### config.mk
export PLATFORM = sky130hd
export DESIGN_NAME = comparator_search
export DESIGN_NICKNAME = d
export VERILOG_FILES = /design/src/rtl/comparator_search_pkg.sv /design/src/rtl/comparator_search.sv
export SDC_FILE = /design/constraint.sdc
export NUM_CORES = 1
export LEC_CHECK = 0
export BUFFER_PORTS_ARGS = -buffer_cell sky130_fd_sc_hd__buf_2
export CAP_MARGIN = 5
export CORE_ASPECT_RATIO = 0.6
export CORE_MARGIN = 1.5
export CORE_UTILIZATION = 36
export CTS_CLUSTER_SIZE = 25
export DETAILED_ROUTE_END_ITERATION = 7
export MAX_ROUTING_LAYER = met4
export PLACE_DENSITY = 0.62
export SYNTH_ARGS = -nofsm -noshare
export SYNTH_HDL_FRONTEND = slang
export SYNTH_SLANG_ARGS = --single-unit
### constraint.sdc
create_clock -name clk -period 3.08 [get_ports clk]
set_input_delay 0.77 -clock clk [delete_from_list [all_inputs] [get_ports clk]]
set_output_delay 0.77 -clock clk [all_outputs]
set_load 0.005 [all_outputs]
### src/rtl/comparator_search_pkg.sv
// ============================================================================
// Package : comparator_search_pkg
// Purpose : Shared definitions for comparator-facing blocks. It provides the
//           search FSM state encoding, the bit positions of the
//           LT/EQ/GT comparator flags when they are packed into a vector,
//           and a one-hot test for that flag vector.
// Revision: 1.0 - initial release
// ============================================================================
`default_nettype none

package comparator_search_pkg;

    // Search FSM state encoding
    typedef enum logic [0:0] {
        S_IDLE   = 1'b0,
        S_SEARCH = 1'b1
    } state_t;

    // Bit positions of the comparator flags within a packed flag vector
    localparam int CMP_LT     = 0;
    localparam int CMP_EQ     = 1;
    localparam int CMP_GT     = 2;
    localparam int CMP_NFLAGS = 3;

    // A well-behaved comparator raises exactly one flag
    function automatic logic is_onehot3(input logic [CMP_NFLAGS-1:0] f);
        return (f == 3'b001) || (f == 3'b010) || (f == 3'b100);
    endfunction

endpackage

`default_nettype wire

### src/rtl/comparator_search.sv
// ============================================================================
// Module  : comparator_search
// Purpose : Binary-search initiator for an external magnitude comparator.
//           It drives the comparator's B operand with the midpoint of the
//           current [lo, hi] window. It then narrows the window from the
//           returned flags until it finds the hidden operand A.
// Ports   : clk    - rising-edge clock
//           rst_n  - asynchronous active-low reset
//           START  - begin a search (sampled only in IDLE)
//           ALTB   - comparator flag A <  PROBE
//           AEQB   - comparator flag A == PROBE
//           AGTB   - comparator flag A >  PROBE
//           PROBE  - value driven onto comparator B (0 outside SEARCH)
//           BUSY   - high while searching
//           DONE   - one-cycle pulse when a search ends (match or error)
//           RESULT - recovered A (0 on error), held until the next START
//           ERROR  - last search failed, held until the next START
// Revision: 1.0 - initial release
// ============================================================================
`default_nettype none

module comparator_search
    import comparator_search_pkg::*;
#(
    parameter int WIDTH = 4
) (
    input  logic             clk,
    input  logic             rst_n,
    input  logic             START,
    input  logic             ALTB,
    input  logic             AEQB,
    input  logic             AGTB,
    output logic [WIDTH-1:0] PROBE,
    output logic             BUSY,
    output logic             DONE,
    output logic [WIDTH-1:0] RESULT,
    output logic             ERROR
);

    // Top of the search range, held at the widened bound width
    localparam logic [WIDTH:0] MAX_VAL = {1'b0, {WIDTH{1'b1}}};

    state_t            state, state_d;
    logic [WIDTH:0]    lo, hi, lo_d, hi_d;
    logic [WIDTH:0]    sum, mid;
    logic              busy_d, done_d, error_d, fail;
    logic [WIDTH-1:0]  result_d;
    logic [CMP_NFLAGS-1:0] flags;

    // Bounds carry one spare bit so that lo+hi cannot overflow
    assign sum = lo + hi;
    assign mid = sum >> 1;

    // PROBE depends only on registered state, so it has no path from the flags
    assign PROBE = (state == S_SEARCH) ? mid[WIDTH-1:0] : '0;

    always_comb begin
        flags         = '0;
        flags[CMP_LT] = ALTB;
        flags[CMP_EQ] = AEQB;
        flags[CMP_GT] = AGTB;
    end

    always_comb begin
        state_d  = state;
        lo_d     = lo;
        hi_d     = hi;
        done_d   = 1'b0;
        result_d = RESULT;
        error_d  = ERROR;
        fail     = 1'b0;

        case (state)
            S_IDLE: begin
                if (START) begin
                    lo_d    = '0;
                    hi_d    = MAX_VAL;
                    error_d = 1'b0;
                    state_d = S_SEARCH;
                end
            end
            S_SEARCH: begin
                if (!is_onehot3(flags)) begin
                    fail = 1'b1;
                end else if (flags[CMP_EQ]) begin
                    result_d = mid[WIDTH-1:0];
                    done_d   = 1'b1;
                    state_d  = S_IDLE;
                end else if (flags[CMP_LT]) begin
                    // Refuse to step below zero or past the lower bound
                    if ((mid == '0) || ((mid - 1'b1) < lo)) begin
                        fail = 1'b1;
                    end else begin
                        hi_d = mid - 1'b1;
                    end
                end else begin
                    // Refuse to step above the range top or past the upper bound
                    if ((mid == MAX_VAL) || ((mid + 1'b1) > hi)) begin
                        fail = 1'b1;
                    end else begin
                        lo_d = mid + 1'b1;
                    end
                end

                if (fail) begin
                    error_d  = 1'b1;
                    result_d = '0;
                    done_d   = 1'b1;
                    state_d  = S_IDLE;
                end
            end
            default: begin
                state_d = S_IDLE;
            end
        endcase

        busy_d = (state_d == S_SEARCH);
    end

    always_ff @(posedge clk or negedge rst_n) begin
        if (!rst_n) begin
            state  <= S_IDLE;
            lo     <= '0;
            hi     <= '0;
            BUSY   <= 1'b0;
            DONE   <= 1'b0;
            RESULT <= '0;
            ERROR  <= 1'b0;
        end else begin
            state  <= state_d;
            lo     <= lo_d;
            hi     <= hi_d;
            BUSY   <= busy_d;
            DONE   <= done_d;
            RESULT <= result_d;
            ERROR  <= error_d;
        end
    end

endmodule

`default_nettype wire
Yosys cells after proc, flatten, opt, wreduce, memory -nomap -nowiden
Index checks and enable logic that the tools add are counted.
Word-level totals
  input port bits: 6
  memories kept: 0
  bits in latches: 0
  bits in read-only memories: 0
  register bits after elaboration: 17
  bits in writable memories: 0
Operators by class
  shift-type cells: 0
  bitwise operators: 1
  div/mod/pow operators: 0
  add/subtract/negate cells: 3
  eq/ne operators: 12
  multiply operators: 0
  reductions and logical operators: 11
  $lt $le $gt $ge: 2
  muxes and demuxes: 34
Operator list (count)
  two-way mux 5 bit: 10
  one-hot mux 5 bit (2 select lines): 2
  two-way mux 1 bit: 16
  two-way mux 4 bit: 4
  inequality test 2 bit, second input constant: 6
  AND reduction 5 bit: 2
  adder 4 x 1 -> 5 bit, second input constant: 1
  adder 5 bit: 1
  > comparator 5 bit: 1
  logical NOT 5 bit: 1
  less-than comparator 5 bit: 1
  subtractor 4 x 1 -> 5 bit, second input constant: 1
  equality test 4 bit, second input constant: 1
  logical OR 1 bit: 4
  inequality test 2 x 1 -> 1 bit, second input constant: 2
  one-hot mux 1 bit (2 select lines): 2
  nonzero test 2 bit: 2
  equality test 3 x 1 -> 1 bit, second input constant: 1
  equality test 3 x 2 -> 1 bit, second input constant: 1
  equality test 3 bit, second input constant: 1
  AND reduction 3 bit: 1
  AND reduction 2 bit: 1
  NOT 1 bit: 1

Logic depth before layout (Yosys ltp)
Gate-level depths: netlist of run 1.
  word-level depth: 11
  depth in mapped cells: 13
  gate-level depth less buffers: 13

Worst setup path before layout of run 1
No wires, ideal clock.
  kind: reg2reg
  from: register hi[0]
  to: register lo[3]
  clock period less this slack: 3.370 ns
  library setup time: 0.125 ns
  buffers on the path: 0
  arrival time: 3.245 ns
  stages on the path, launching flop included: 13
  data required time: 2.955 ns
  path slack: -0.290 ns
  cells stage by stage: dfrtp_1 > and2_1 > fa_1 > xor2_1 > ha_1 > xor2_1 > ha_1 > a211oi_1 > nor2_1 > o32a_1 > a311oi_4 > nand3_2 > mux2_4
On the way
  cells in the longest elaborated chain, start to end: 7
  elaborated cells on any way between the ends: 12
Ends and longest elaborated chain
  from (decl): RTL line comparator_search.sv:44  | logic [WIDTH:0] lo, hi, lo_d, hi_d;
  from (signal assigned): RTL line comparator_search.sv:132  | hi <= hi_d;
  parallel branches: the longest is 7 deep, another holds adder 5 bit
  to (signal assigned): RTL line comparator_search.sv:131  | lo <= lo_d;
  to (decl): RTL line comparator_search.sv:44
Several ways; the timed one is not identified. The select of a mux whose other input is x is not followed.
A chain may end at the register's enable or synchronous reset.

Worst setup path after layout of run 1
  from: register hi[0]
  to: register ERROR
On the way
  cells in the longest elaborated chain, start to end: 11
  elaborated cells on any way between the ends: 17
Ends and longest elaborated chain
  adder 5 bit: RTL line comparator_search.sv:51  | assign sum = lo + hi;
  adder 4 x 1 -> 5 bit / subtractor 4 x 1 -> 5 bit (equally long branches): RTL line comparator_search.sv:98, comparator_search.sv:91
  > comparator 5 bit / less-than comparator 5 bit (equally long branches): RTL line comparator_search.sv:98, comparator_search.sv:91
  logical OR 1 bit, on equally long branches: RTL line comparator_search.sv:98, comparator_search.sv:91
  two-way mux 1 bit, on equally long branches: RTL line comparator_search.sv:98, comparator_search.sv:91
  two-way mux 1 bit (*): RTL line comparator_search.sv:89  | end else if (flags[CMP_LT]) begin
  two-way mux 1 bit (*): RTL line comparator_search.sv:85  | end else if (flags[CMP_EQ]) begin
  two-way mux 1 bit (*): RTL line comparator_search.sv:83  | if (!is_onehot3(flags)) begin
  two-way mux 1 bit (*): RTL line comparator_search.sv:73  | case (state)
  inequality test 2 x 1 -> 1 bit (no line) (*)
  AND reduction 2 bit (no line) (*)
  to (signal assigned): RTL line comparator_search.sv:136  | ERROR <= error_d;
  to (decl): RTL line comparator_search.sv:37  | output logic ERROR
Mark *: on every way between the ends. The rest lies on a longest branch, timed or not. The select of a mux whose other input is x is not followed.

==> results of run 1 <==
[synth_stat cells (all sizes together)]
cell	number	area share (%)
a22oi	3	1.7
xnor2	3	2.0
or2	1	0.48
a21o	1	0.58
nand2	11	3.2
mux2i	6	4.6
o32a	2	1.5
a211oi	1	0.58
nor3	2	0.77
nor2	11	3.2
a311oi	1	2.0
buf	1	0.86
clkbuf	2	0.58
o21a	2	1.2
a32o	1	0.77
fa	1	1.5
or4b	1	0.77
mux2	1	1.2
a21oi	14	5.9
and3	8	4.2
inv	15	4.3
o31ai	1	0.58
o21ai	7	2.7
nand4	2	0.96
o221ai	1	1.2
nor3b	1	0.58
a31oi	1	0.48
nand2b	2	0.96
nand3	3	1.5
o32ai	1	0.67
xor2	3	2.0
ha	14	13
dfrtp	17	33
and2	1	0.48
[routing by layer]
layer	share of wire, %	wire length [um]	GRT usage (%)	vias to the layer above
met5	0	0	-	-
met4	1.4	58	8.05	0
met3	9.7	415	4.81	7
met2	41	1750	30.5	70
met1	48	2050	35.6	636
li1	-	-	-	617
[worst max path at each step]
stage	to	slack, ps	cells past startpoint
2_1_floorplan	lo[3]	-120	13
3_3_place_gp	lo[3]	-280	12
3_5_place_dp	lo[3]	-290	12
4_1_cts	state	-220	12
5_1_grt	ERROR	-440	14
6_report	ERROR	-320	14
[stage by stage]
stage                     hold slack, ps  area (um2)  instances  util (%)  setup slack (ps)
after floorplan                      474        1370        142         -              -115
after global placement               499        1700        229      50.6              -278
after detailed placement             508        1700        229      50.6              -289
after CTS                            447        1840        241      54.8              -222
after global routing                 469        1920        244      57.1              -444
final                                433        1920        244      57.1              -318
[registers in the layout, indices dropped and copies added, names as in the netlist]
signal  flops
DONE        1
hi          5
lo          5
RESULT      4
state       1
ERROR       1
[timing repair]
item	in CTS	in global routing
pin swaps	2	1
setup buffers	8	4
resized for setup	7	18
cloned	0	0
endpoints found under the setup margin	17	17
hold endpoints to repair	0	0
[area by class of cell]
type,instances,area share [%]
flip-flops and latches,17,22.2
clock buffers,3,2.15
clock inverters,1,0.391
multi-input cells,107,49.4
inverters,15,2.93
well taps,45,2.93
repair buffers,56,20.0
[worst register-to-register path, cell delays in order (launching register included)]
cell and delay [ps]:
dfrtp_1 390, and2_4 160, fa_2 390, xor2_4 240, buf_4 150, nand3_1 100
xnor2_2 170, ha_1 300, nand4_1 120, nor2_1 60, o32a_1 370, a311oi_4 290
buf_4 190, a21oi_1 70, a32o_1 290
[kinds of logic (layout without fill, tap and decap cells)]
group	count (synthesis)	in the layout	synth area share [%]
buffers and inverters	18	75	5.75
and+or+nand+nor	43	43	17.1
muxes	7	7	5.75
xor gates and xnor gates	6	6	4.03
DFF	17	17	32.6
AOI/OAI and AO/OA	36	36	19.8
adders and majority gates	15	15	15.0
==> metrics.md, run 1 <==
| Metric | Value |
|---|---|
| Average wire per standard cell | 17.5 um |
| Crit path max fanout | 4 |
| Die width | 80.7 um |
| Core Box Area | 3360 um2 |
| Num CTS Buffers | 3 |
| Clock Path Buffers | 2 |
| DIE AREA | 4010 um2 |
| Final worst path period share | 110% |
| Fillers | 297 |
| Yosys reg bits | 17 |
| Syn nets | 163 |
| R2R Path End | ERROR |
| Site Rows | 16 |
| CTS tree | built |
| Area growth syn-to-layout | 47.2% |
| WP buf/inv | 2 |
| Worst EP required | 3240 ps |
| Vias in the first global route | 1,322 |
| GP Congestion | 0.994 |
| Ant diodes | 0 |
| CP dominant cell by count | buf_4 |
| HP Class | input port to async pin |
| Remaining antenna violation count | 0 |
| Yosys warns | 0 |
| R2r setup slk | -320 ps |
| Most common cell after layout, fill and taps aside | buf_4 |
| Skew-Pair Late Insertion Delay | 270 ps |
| Max Cap Violations | 0 |
| Hpwl dp | 3160 um |
| Startpoint Class | flip-flop |
| Slowest cell on crit path | dfrtp_1 |
| Fin crit period | 3400 ps |
| Initial core utilization | 38.8% |
| Drt pass-1 iters | 4 |
| Failing checks | negative setup slack |
| Slew of the pin with the lowest slew margin | 585 ps |
| Crit path capture type | flip-flop |
| Share of cells above drive strength 1 | 45.7% |
| DR vias | 1,330 |
| Max-slew violations | 0 |
| Clock transition at path regs | 80 ps |
| Final hold violations | 0 |
| Vias/cell | 5.45 |
| DRT Wirelength | 4270 um |
| Post-route DRC | 0 |
| Sequential share of the synthesized area | 32.6% |
| Register area | 427 um2 |
| Crit path arrival time | 3560 ps |
| First-pass GRT wire length | 6620 um |
| Port-buffer cells | 16 |
| Slew headroom | 60.7% |
| Setup ws final | -318 ps |
| Vert. Die Dim | 49.6 um |
| Delay-heaviest family, CP | compound AO/OA/AOI/OAI gates |
| Number of DRC markers in iteration 0 | 129 |
| Mapped Avg Cell Area | 9.19 um2 |
| Worst-path cell chain | and2_4 -> fa_2 -> xor2_4 -> buf_4 -> nand3_1 -> xnor2_2 -> ha_1 -> nand4_1 -> nor2_1 -> o32a_1 -> a311oi_4 -> buf_4 -> a21oi_1 -> a32o_1 |
| Commonest cells after routing, fill and taps aside | buf_4 (39), dfrtp_1 (16), buf_2 (16) |
| Num Clock Sinks | 17 |
| Post-Synthesis Cells | 142 |
| Largest stage delay, worst path | 390 ps |
| Setup_tns | -2950 ps |
| All-Layer GR Usage | 23.6% |
| Outcome | complete, but fails checks |
| Skew final | 5.95 ps |
| Num ports | 17 |
| Count of hold buffers inserted by post-cts repair | 0 |
| Grt ovf | 0 |
| Finish-stage setup viols | 17 |
| CTS root buffer | clkbuf_8 |
| H-tree depth | 1 |
| FF-to-FF path depth | 14 |
| Crit path kind | flip-flop to flip-flop |
| Initial antenna violation count | 0 |
| RSZ-0062 raised after global routing | true |
| Max Clk Rate | 294 MHz |
| Reg2Reg Launch Point | hi[0] |
| Area of the multi-input gates | 948 um2 |
| Synth Cell Area | 1310 um2 |
| Post-layout net count | 221 |
| Largest net degree at the start of global routing | 18 |
| Netlist cell types | 37 |
| Critical Path Start | hi[0] |
Power of run 1 is left out: the tool's default activity adds up to more than one toggle a clock period on the data nets, which glitch-free logic cannot reach.
==> inputs of run 2 (changes only) <==
Settings changed: CORE_ASPECT_RATIO 0.6 to not set, CTS_CLUSTER_SIZE 25 to 40, PLACE_DENSITY 0.62 to 0.53.
==> run 2 against run 1 <==
The flow still finishes with violations (negative setup slack). Non-clock buffer count down 4. Clock-buffer cell count unchanged. Flip-flop and latch count unchanged. Via count down 5.3%. Sequential share of layout area up 0.59 points. Critical path type unchanged.
==> metrics.md, run 2 (same netlist as run 1, synthesis figures left out) <==
| Metric | Value |
|---|---|
| Cell total after placement | 226 (was 229) |
| Num CTS Buffers | 3 (unchanged) |
| Commonest cells after routing, fill and taps aside | buf_4 (33), dfrtp_1 (17), buf_2 (16) (was buf_4 (39), dfrtp_1 (16), buf_2 (16)) |
| Num Clock Sinks | 17 (unchanged) |
| Finished Cell Area | 1870 um2 (was 1920 um2) |
| Final hold violations | 0 (unchanged) |
| Drt pass-1 iters | 5 (was 4) |
| Remaining antenna violation count | 0 (unchanged) |
| Average wire per standard cell | 16.3 um (was 17.5 um) |
| Max Clk Rate | 302 MHz (was 294 MHz) |
| Crit path capture type | flip-flop (unchanged) |
| RSZ-0062 raised after global routing | true (unchanged) |
| All-Layer GR Usage | 21.6% (was 23.6%) |
| Slew headroom | 66.0% (was 60.7%) |
| Failing checks | negative setup slack (unchanged) |
| Worst-path cell chain | and2_4 -> fa_2 -> nand3_2 -> a21oi_1 -> nor2_2 -> and3_1 -> ha_1 -> nand4_1 -> nor2_1 -> o32a_1 -> a311oi_4 -> nand3_2 -> buf_6 -> mux2i_2 (was and2_4 -> fa_2 -> xor2_4 -> buf_4 -> nand3_1 -> xnor2_2 -> ha_1 -> nand4_1 -> nor2_1 -> o32a_1 -> a311oi_4 -> buf_4 -> a21oi_1 -> a32o_1) |
| Top flop regs | hi (5), lo (5), RESULT (4) (unchanged) |
| Setup_tns | -2220 ps (was -2950 ps) |
| CTS root buffer | clkbuf_4 (was clkbuf_8) |
| DR vias | 1,260 (was 1,330) |
| Largest stage delay, worst path | 410 ps (was 390 ps) |
| Startpoint Class | flip-flop (unchanged) |
| Crit path max fanout | 5 (was 4) |
| Max Cap Violations | 0 (unchanged) |
| Slew of the pin with the lowest slew margin | 510 ps (was 585 ps) |
| Crit path kind | flip-flop to flip-flop (unchanged) |
| Vert. Die Dim | 63.2 um (was 49.6 um) |
| Post-route DRC | 0 (unchanged) |
| Finish-stage setup viols | 17 (unchanged) |
| Clock Path Buffers | 2 (unchanged) |
| CP dominant cell by count | nand3_2 (was buf_4) |
| Share of cells above drive strength 1 | 43.6% (was 45.7%) |
| Final worst path period share | 108% (was 110%) |
| Slowest cell on crit path | dfrtp_1 (unchanged) |
| Post-Place Cell Area | 1670 um2 (was 1700 um2) |
| DIE AREA | 4000 um2 (was 4010 um2) |
| Area growth syn-to-layout | 43.0% (was 47.2%) |
| Fin crit period | 3310 ps (was 3400 ps) |
| Post-layout net count | 217 (was 221) |
| Hpwl dp | 2860 um (was 3160 um) |
| R2r setup slk | -230 ps (was -320 ps) |
| Grt ovf | 0 (unchanged) |
| H-tree depth | 1 (unchanged) |
| Skew final | 1.97 ps (was 5.95 ps) |
| Worst EP required | 3300 ps (was 3240 ps) |
| Vias in the first global route | 1,279 (was 1,322) |
| Most common cell after layout, fill and taps aside | buf_4 (unchanged) |
| Largest net degree at the start of global routing | 18 (unchanged) |
| Die width | 63.2 um (was 80.7 um) |
| Fillers | 326 (was 297) |
| Setup WS pre-CTS | -313 ps (was -289 ps) |
| DRT Wirelength | 3930 um (was 4270 um) |
| Clock transition at path regs | 120 ps (was 80 ps) |
| Outcome | complete, but fails checks (unchanged) |
| Setup ws final | -232 ps (was -318 ps) |
| HP Class | input port to async pin (unchanged) |
| Vias/cell | 5.23 (was 5.45) |
| First-pass GRT wire length | 6510 um (was 6620 um) |
| Non-filler cells, final | 241 (was 244) |
| Site Rows | 21 (was 16) |
| Num ports | 17 (unchanged) |
| Port-buffer cells | 16 (unchanged) |
| CTS tree | built (unchanged) |
| GP Congestion | 0.812 (was 0.994) |
| Crit path arrival time | 3540 ps (was 3560 ps) |
| Core Box Area | 3420 um2 (was 3360 um2) |
| Skew-Pair Late Insertion Delay | 300 ps (was 270 ps) |
| Number of DRC markers in iteration 0 | 57 (was 129) |
| Max-slew violations | 0 (unchanged) |
| Ant diodes | 0 (unchanged) |
| Initial antenna violation count | 0 (unchanged) |
| Initial core utilization | 38.2% (was 38.8%) |
-- run 2: cell count changes in the layout (fill, tap and decap cells not counted), sizes merged --
cell	previous run	this run
buf	56	52
clkinv	0	1
clkinvlp	1	0
-- run 2: final cells by class --
cell class	instances	area, um2	area share [%]
clock buffer	3	22.5	1.21
clock inverter	1	5.00	0.268
inverter	15	56.3	3.02
multi-input combinational	107	937	50.2
sequential	17	425	22.8
tap	46	57.6	3.09
timing repair buffer	52	362	19.4
-- run 2: per-stage QoR --
stage	utilization [%]	hold WS, ps
after floorplan	-	474
after detailed placement	49.0	484
after global routing	54.6	386
after global placement	49.0	467
after CTS	53.5	385
final	54.6	369
-- run 2: final timing paths --
kind | startpoint | end | depth (start not counted)
min reg2reg | ERROR | ERROR | 1
max | lo[0] | lo[1] | 14
max in group asynchronous | rst_n | hi[0] | 1
max reg2reg | lo[0] | lo[1] | 14
min in group clk | ERROR | ERROR | 1
min | rst_n | DONE | 1
-- run 2: what timing repair did --
action,4_1_cts,5_1_grt
hold buffers,0,0
pin swaps,7,1
cloned,0,0
resized for setup,18,5
buffers inserted,9,2
endpoints found under the setup margin,17,17
-- run 2: routing by layer --
metal / up-vias / track usage, % / wire, um
li1: 613 / - / -
met1: 609 / 26.8 / 1680
met2: 27 / 37.1 / 2090
met3: 11 / 2.14 / 97
met4: 0 / 6.79 / 67
met5: - / - / 0
-- run 2: worst max-delay path: cells and delay by family (launching register included) --
| kind | cells | cell delay [ps] |
|---|---|---|
| adder cells (fa/ha/maj) | 2 | 630 |
| flip-flops | 1 | 410 |
| buffers and inverters | 1 | 180 |
| multiplexers | 1 | 190 |
| AO/OA/AOI/OAI | 3 | 720 |
| AND/OR/NAND/NOR | 7 | 1090 |
Power of run 2 is left out for the same reason.
